### config.mk
export PLATFORM = sky130hd
export DESIGN_NAME = shift_arbiter
export DESIGN_NICKNAME = d
export VERILOG_FILES = /design/src/rtl/shift_arbiter.sv
export SDC_FILE = /design/constraint.sdc
export NUM_CORES = 1
export LEC_CHECK = 0
export BUFFER_PORTS_ARGS = -buffer_cell sky130_fd_sc_hd__buf_4
export CAP_MARGIN = 20
export CELL_PAD_IN_SITES_DETAIL_PLACEMENT = 0
export CELL_PAD_IN_SITES_GLOBAL_PLACEMENT = 1
export CORE_MARGIN = 3
export CORE_UTILIZATION = 39
export CTS_BUF_LIST = sky130_fd_sc_hd__clkbuf_8
export CTS_CLUSTER_SIZE = 20
export DETAILED_ROUTE_END_ITERATION = 16
export GPL_ROUTABILITY_DRIVEN = 0
export GPL_TIMING_DRIVEN = 0
export PLACE_DENSITY = 0.91
export SYNTH_ARGS = -nofsm -noshare
export SYNTH_HDL_FRONTEND = slang
export SYNTH_HIERARCHICAL = 1
export SYNTH_SLANG_ARGS = --single-unit
### constraint.sdc
create_clock -name i_clk -period 3.6 [get_ports i_clk]
set_clock_uncertainty 0.2 [all_clocks]
set_input_delay 0.36 -clock i_clk [delete_from_list [all_inputs] [get_ports i_clk]]
set_output_delay 0.36 -clock i_clk [all_outputs]
set_load 0.01 [all_outputs]
### src/rtl/shift_arbiter.sv
// rtl/shift_arbiter.sv - two-requester round-robin front end for one shared shifter
// Optional stall counter output enabled by SHIFT_ARB_STALL_CNT_EN.

module shifter #(
  parameter int WIDTH = 8,
  localparam int SHW = $clog2(WIDTH)
) (
  input  logic [WIDTH-1:0] data,
  input  logic [SHW-1:0]   shamt,
  input  logic             dir,
  output logic [WIDTH-1:0] result
);
  assign result = dir ? (data >> shamt) : (data << shamt);
endmodule

module shift_arbiter #(
  parameter int WIDTH = 8,
  localparam int SHW = $clog2(WIDTH)
) (
  input  logic             i_clk,
  input  logic             i_rst_n,
  input  logic             i_req0_valid,
  output logic             o_req0_ready,
  input  logic [WIDTH-1:0] i_req0_data,
  input  logic [SHW-1:0]   i_req0_shamt,
  input  logic             i_req0_dir,
  input  logic             i_req1_valid,
  output logic             o_req1_ready,
  input  logic [WIDTH-1:0] i_req1_data,
  input  logic [SHW-1:0]   i_req1_shamt,
  input  logic             i_req1_dir,
  output logic             o_rsp_valid,
  input  logic             i_rsp_ready,
  output logic [WIDTH-1:0] o_rsp_data,
  output logic             o_rsp_id
`ifdef SHIFT_ARB_STALL_CNT_EN
  ,
  output logic [15:0]      o_stall_cnt
`endif
);

  typedef enum logic {EMPTY = 1'b0, FULL = 1'b1} state_t;

  state_t           state;
  logic             last_grant;
  logic             grant;
  logic             any_valid;
  logic             can_accept;
  logic             accept;
  logic [WIDTH-1:0] sel_data;
  logic [SHW-1:0]   sel_shamt;
  logic             sel_dir;
  logic [WIDTH-1:0] shift_result;

  assign any_valid  = i_req0_valid | i_req1_valid;
  assign can_accept = (state == EMPTY) | i_rsp_ready;
  assign accept     = can_accept & any_valid & i_rst_n;

  // Under contention the requester not granted last time wins.
  always_comb begin
    grant = 1'b0;
    if (i_req0_valid && i_req1_valid) begin
      grant = ~last_grant;
    end else if (i_req1_valid) begin
      grant = 1'b1;
    end
  end

  assign o_req0_ready = accept & i_req0_valid & ~grant;
  assign o_req1_ready = accept & i_req1_valid & grant;

  assign sel_data  = grant ? i_req1_data  : i_req0_data;
  assign sel_shamt = grant ? i_req1_shamt : i_req0_shamt;
  assign sel_dir   = grant ? i_req1_dir   : i_req0_dir;

  shifter #(.WIDTH(WIDTH)) u_shifter (
    .data   (sel_data),
    .shamt  (sel_shamt),
    .dir    (sel_dir),
    .result (shift_result)
  );

  always_ff @(posedge i_clk or negedge i_rst_n) begin
    if (!i_rst_n) begin
      state       <= EMPTY;
      o_rsp_valid <= 1'b0;
      o_rsp_data  <= '0;
      o_rsp_id    <= 1'b0;
      last_grant  <= 1'b1;
    end else begin
      case (state)
        EMPTY: begin
          if (accept) begin
            state       <= FULL;
            o_rsp_valid <= 1'b1;
          end
        end
        FULL: begin
          if (!accept && i_rsp_ready) begin
            state       <= EMPTY;
            o_rsp_valid <= 1'b0;
          end
        end
        default: begin
          state       <= EMPTY;
          o_rsp_valid <= 1'b0;
        end
      endcase
      if (accept) begin
        o_rsp_data <= shift_result;
        o_rsp_id   <= grant;
        last_grant <= grant;
      end
    end
  end

`ifdef SHIFT_ARB_STALL_CNT_EN
  logic [1:0]  stall_inc;
  logic [16:0] stall_sum;

  always_comb begin
    stall_inc = 2'd0;
    if (any_valid && !accept) begin
      stall_inc = (i_req0_valid && i_req1_valid) ? 2'd2 : 2'd1;
    end
  end

  assign stall_sum = {1'b0, o_stall_cnt} + {15'd0, stall_inc};

  // Carry out of the 16-bit sum means the counter would wrap; pin it instead.
  always_ff @(posedge i_clk or negedge i_rst_n) begin
    if (!i_rst_n) begin
      o_stall_cnt <= 16'd0;
    end else begin
      o_stall_cnt <= stall_sum[16] ? 16'hFFFF : stall_sum[15:0];
    end
  end
`endif

endmodule

Yosys cells after proc, flatten, opt, wreduce, memory -nomap -nowiden:

Cells that the tools add are included.

* bitwise operators: 11
* shift operators: 2
* reductions and logical operators: 4
* mux-type cells: 12
* equal/unequal tests: 2

Operators by type and width (number)
* 8-bit two-way mux: 2
* 8-bit by 3-bit left shift with 8-bit output: 1
* 8-bit by 3-bit right shift with 8-bit output: 1
* 1-bit two-way mux: 7
* 1-bit bitwise AND: 6
* 1-bit case mux with 2 select lines: 2
* 3-bit two-way mux: 1
* 1-bit NOT: 3
* 1-bit logical AND: 2
* 2-bit by 1-bit inequality test with 1-bit output, second input constant: 1
* 2-bit inequality test, second input constant: 1
* 1-bit bitwise OR: 2
* 2-bit AND reduction: 1
* 1-bit zero test: 1

* bits of input ports: 29
* register bits after elaboration: 12
* output and inout bits: 12
* logic and storage cells: 36

Longest topological paths before layout:

* word-level depth: 8
* gate-level depth with buffers: 10
* depth with buffers taken out: 7

By module:

The synthesis kept the hierarchy.

Modules (own cells, without submodules)
* shift_arbiter: seq. area each 301.5 sq um, cells each 48, area each 695.7 sq um, times used 1
* shifter: seq. area each 0.0 sq um, cells each 73, area each 560.5 sq um, times used 1

Least setup slack after synthesis:

Ideal clock, no wire load.

* kind: register to register
* from: register last_grant
* to: register o_rsp_data[4]
* cell stages (with the launch flop): 10
* path buffers: 2
* library setup time: 125 ps
* period minus slack after synthesis: 2517 ps
* arrival time: 2192 ps
* setup slack: 1083 ps
* cell sequence: dfstp_2 > a21boi_4 > buf_12 > mux2_4 > buf_6 > mux2_4 > mux2i_1 > nor2_1 > o31a_1 > mux2_2

* word-level cells in the longest chain between the ends: 5

Ends and longest elaborated chain
* start, declared: line 45 `logic last_grant;`
* start signal, assigned: line 112 `last_grant <= grant;`
* 1-bit NOT (*): line 63 `grant = ~last_grant;`
* 1-bit two-way mux (*): line 62 `if (i_req0_valid && i_req1_valid) begin`
* 3-bit two-way mux (*): line 73 `assign sel_shamt = grant ? i_req1_shamt : i_req0_shamt;`
* net sel_shamt[1]: line 51 `logic [SHW-1:0] sel_shamt;`
* 8-bit by 3-bit left shift with 8-bit output / 8-bit by 3-bit right shift with 8-bit output (equally long branches): line 13 `assign result = dir ? (data >> shamt) : (data << shamt);`
* 8-bit two-way mux (*): line 13
* net shift_result[4]: line 53 `logic [WIDTH-1:0] shift_result;`
* end signal, assigned: line 110 `o_rsp_data <= shift_result;`
* end, declared: line 34 `output logic [WIDTH-1:0] o_rsp_data,`

Mark *: on every way through the listed nets, which the timed path passes. The rest lies on a longest branch.
A chain may end at the register's enable or synchronous reset.

Worst setup path in the final report:

* from: register last_grant
* to: register o_rsp_data[3]

Same word-level chain as after synthesis.

==> reports/results.ini <==
[clock_tree]
worstSkewPairLatency_ps=240
clk_pin_slew_worst_paths_ps=60
max-clock-path-buffers=2
tritoncts_clock_tree=built
numCtsBuffers=3
ctsRootBufferMaster=sky130_fd_sc_hd__clkbuf_8
cts_max_level=1
post-cts-setup-buffer-count=0
tritoncts_num_sinks=12

[critical_path]
path_delay_family=multiplexers
timing.critical_path.arrival_ps=2610
critical_path_buf_inv_count=2
r2r-end=o_rsp_data[3]
critical_path.reg2reg.startpoint=last_grant
crit_slowest_cell=sky130_fd_sc_hd__dfstp_2
cp_max_fo=10
crit_start=last_grant
crit_end=o_rsp_data[3]
worstSetupPathType=flop to flop
worst-endpoint-required_ps=3520
critical_path_cell_count=9
critPathMaxStageDelay_ps=390
setup.worst_path.end_class=flop
regToRegSetupSlack_ps=920
critPathLaunchType=flop
crit_chain=a21boi_4, buf_12, mux2_4, buf_6, mux2i_1, nor3b_2, a211oi_1, a22oi_1, mux2_2
cells_on_worst_reg2reg_path=9

[power_and_ir_drop]
powerDensity_nw_per_um2=411
total_leakage_power_nw=0.785
intPower_uw=463
p_sw_uw=225
pwr-share-clk_pct=21.4
share_comb_of_total_power_pct=49.7
power_switching_share_pct=32.7
sequentialPowerShare_pct=28.9
peak_supply_drop_mv=0.288

[timing]
fmax_mhz=372
setup-tns-final_ps=0
worst_hold_slack_ps=206
grt_setup_unrepaired=false
setup-violations-final=0
timing.final.crit_share_pct=74.6
final-hold-violation-count=0
worst-slew-pin-transition_ps=421
worst_relative_slew_slack_pct=71.9
timing.final.ws_setup_ps=915
timing.final.max_slew_violations=0
final_period_minus_worst_setup_slack_ps=2680

[synthesis]
synth-seq-cells=12
ys_warn_count=6
yosysSeqAreaShare_pct=24.0
synthesis.instances=121
syn_avg_cell_area_um2=10.4
synth_cell_type_count=43
mapped_nets=150
post_synth_design_cell_area_um2=1260

[run_status]
outcome=complete, no violations

[detailed_routing]
route.final.wire_length_um=2950
drtPass1Iterations=4
drt_iter0_drc=46
routed_wirelength_normalized_by_instance_count_um=14.2
post-route-drc-count=0
antenna_left=0
dr_total_vias=1131
detail_route.vias_per_cell=5.44

[floorplan]
initial_core_utilization_pct=43.3
chip_width_um=62.8
floorplan.die_area_um2=3940
fp-row-count=19
die-height_um=62.8
core_area_um2=2900
io_pins=41

[cells_and_area]
syn_to_final_growth_pct=33.3
layout.filler_cells=272
insertedDiodeCount=0
share_of_final_layout_standard_cells_stronger_than_drive_strength_1_pct=48.2
utilization_pct=57.7
nets_final=196

[hold_path]
worstHoldStart=i_rsp_ready
timing.hold.worst_path_depth=4
hp-class=input port to flop

[global_routing]
grtUsageTotal_pct=15.8
number_of_global_route_vias_before_repair=1153
initial_antenna_violation_count=0
grt_pass1_wl_um=5240
grt_start_max_net_pins=18
overflow=0

[placement]
half_perimeter_wire_length_after_placement_um=2380
placement_setup_slack_ps=797
port-buffer-count=40

[job]
maxCapViolations=0

## metal layers
metal	share of wire, %	global-route usage, %	routed length [um]	up-vias
met5	0	0	0	-
met4	0	1.93	0	0
met3	4.9	2.16	146	0
met2	51	28.4	1520	43
met1	44	20.6	1290	539
li1	-	-	-	549
## repair_timing
item / 4_1_cts / 5_1_grt
hold buffers: 1 / 0
resized for setup: 0 / 0
endpoints found under the hold margin: 11 / 0
## worst min path at each step
stage / end
final: o_rsp_valid
after global routing: o_rsp_valid
after floorplan: o_rsp_data[0]
after CTS: o_rsp_valid
after detailed placement: o_rsp_data[0]
after global placement: o_rsp_data[0]
## stage by stage
step                      instance area (um^2)  cells  power [mW]
after floorplan                           1260    121       0.419
after global placement                    1610    203       0.535
after detailed placement                  1610    203       0.544
after CTS                                 1670    208       0.694
after global routing                      1670    208       0.736
final                                     1670    208       0.688
## cell usage after synthesis, drive strengths merged
| cell type | n | share of area [%] |
|---|---|---|
| buf | 7 | 5.1 |
| a32oi | 1 | 0.70 |
| a32o | 1 | 0.80 |
| o211ai | 2 | 2.3 |
| nor2 | 6 | 1.8 |
| a211oi | 1 | 0.60 |
| nor2b | 5 | 2.5 |
| mux4 | 4 | 7.8 |
| o221ai | 1 | 0.70 |
| dfstp | 1 | 2.1 |
| o31ai | 2 | 1.2 |
| nor3b | 1 | 1.0 |
| dfrtp | 11 | 22 |
| a22oi | 1 | 0.60 |
| mux2i | 8 | 6.4 |
| and3 | 3 | 1.5 |
| o22ai | 2 | 1.0 |
| nor3 | 2 | 0.80 |
| o21ai | 4 | 1.6 |
| a21oi | 5 | 2.0 |
| o21ba | 2 | 1.6 |
| mux2 | 22 | 23 |
| a31oi | 1 | 0.50 |
| o31a | 1 | 0.70 |
| clkbuf | 1 | 0.30 |
| nand2b | 5 | 2.7 |
| nand2 | 11 | 3.3 |
| a21boi | 1 | 1.5 |
| or3 | 1 | 0.50 |
| a21o | 1 | 0.60 |
| nand4b | 1 | 0.70 |
| inv | 1 | 0.30 |
| nand3b | 2 | 1.2 |
| nand3 | 3 | 1.2 |
## logic make-up (layout without fill, tap and decap cells)
family | after synthesis | in the layout | share of synthesized area, %
flops | 12 | 12 | 24.0
buf+inv | 9 | 54 | 5.68
compound gates | 26 | 26 | 16.3
mux | 34 | 34 | 36.9
simple gates | 40 | 40 | 17.1
## power groups by stage
stage / combinational, mW / clock [mW] / sequential [mW]
after floorplan: 0.205 / 0 / 0.214
after global placement: 0.336 / 0 / 0.198
after detailed placement: 0.343 / 0 / 0.201
after CTS: 0.345 / 0.151 / 0.198
after global routing: 0.373 / 0.159 / 0.205
final: 0.342 / 0.147 / 0.198
## state kept, by name, indices dropped and copies added (netlist names)
name	count
last_grant	1
o_rsp_data	8
o_rsp_id	1
o_rsp_valid	1
state	1
## tightest hold or removal path, stage by stage
cell and delay (ps):
sky130_fd_sc_hd__buf_4 80, sky130_fd_sc_hd__nand2_1 40, sky130_fd_sc_hd__nand2_1 50, sky130_fd_sc_hd__a21oi_1 60
## placed cells by master, fill, tap and decap left out, drive strengths merged, types with 2 or more instances in the layout
master	n
buf	47
mux2	22
nand2	11
dfrtp	11
mux2i	8
nor2	6
nor2b	5
a21oi	5
clkbuf	5
nand2b	5
o21ai	4
mux4	4
and3	3
nand3	3
o22ai	2
nor3	2
o31ai	2
nand3b	2
o211ai	2
o21ba	2
## layout make-up
type	count	area, um^2	share of cell area, %
plain buffers	8	67.6	4.04
clock buffers	4	55.1	3.29
repair buffers	41	310	18.5
multi-input cells	100	883	52.8
flip-flops and latches	12	302	18.0
inverters	1	3.75	0.224
well taps	42	52.6	3.14
(Power assumes the default switching activity.)
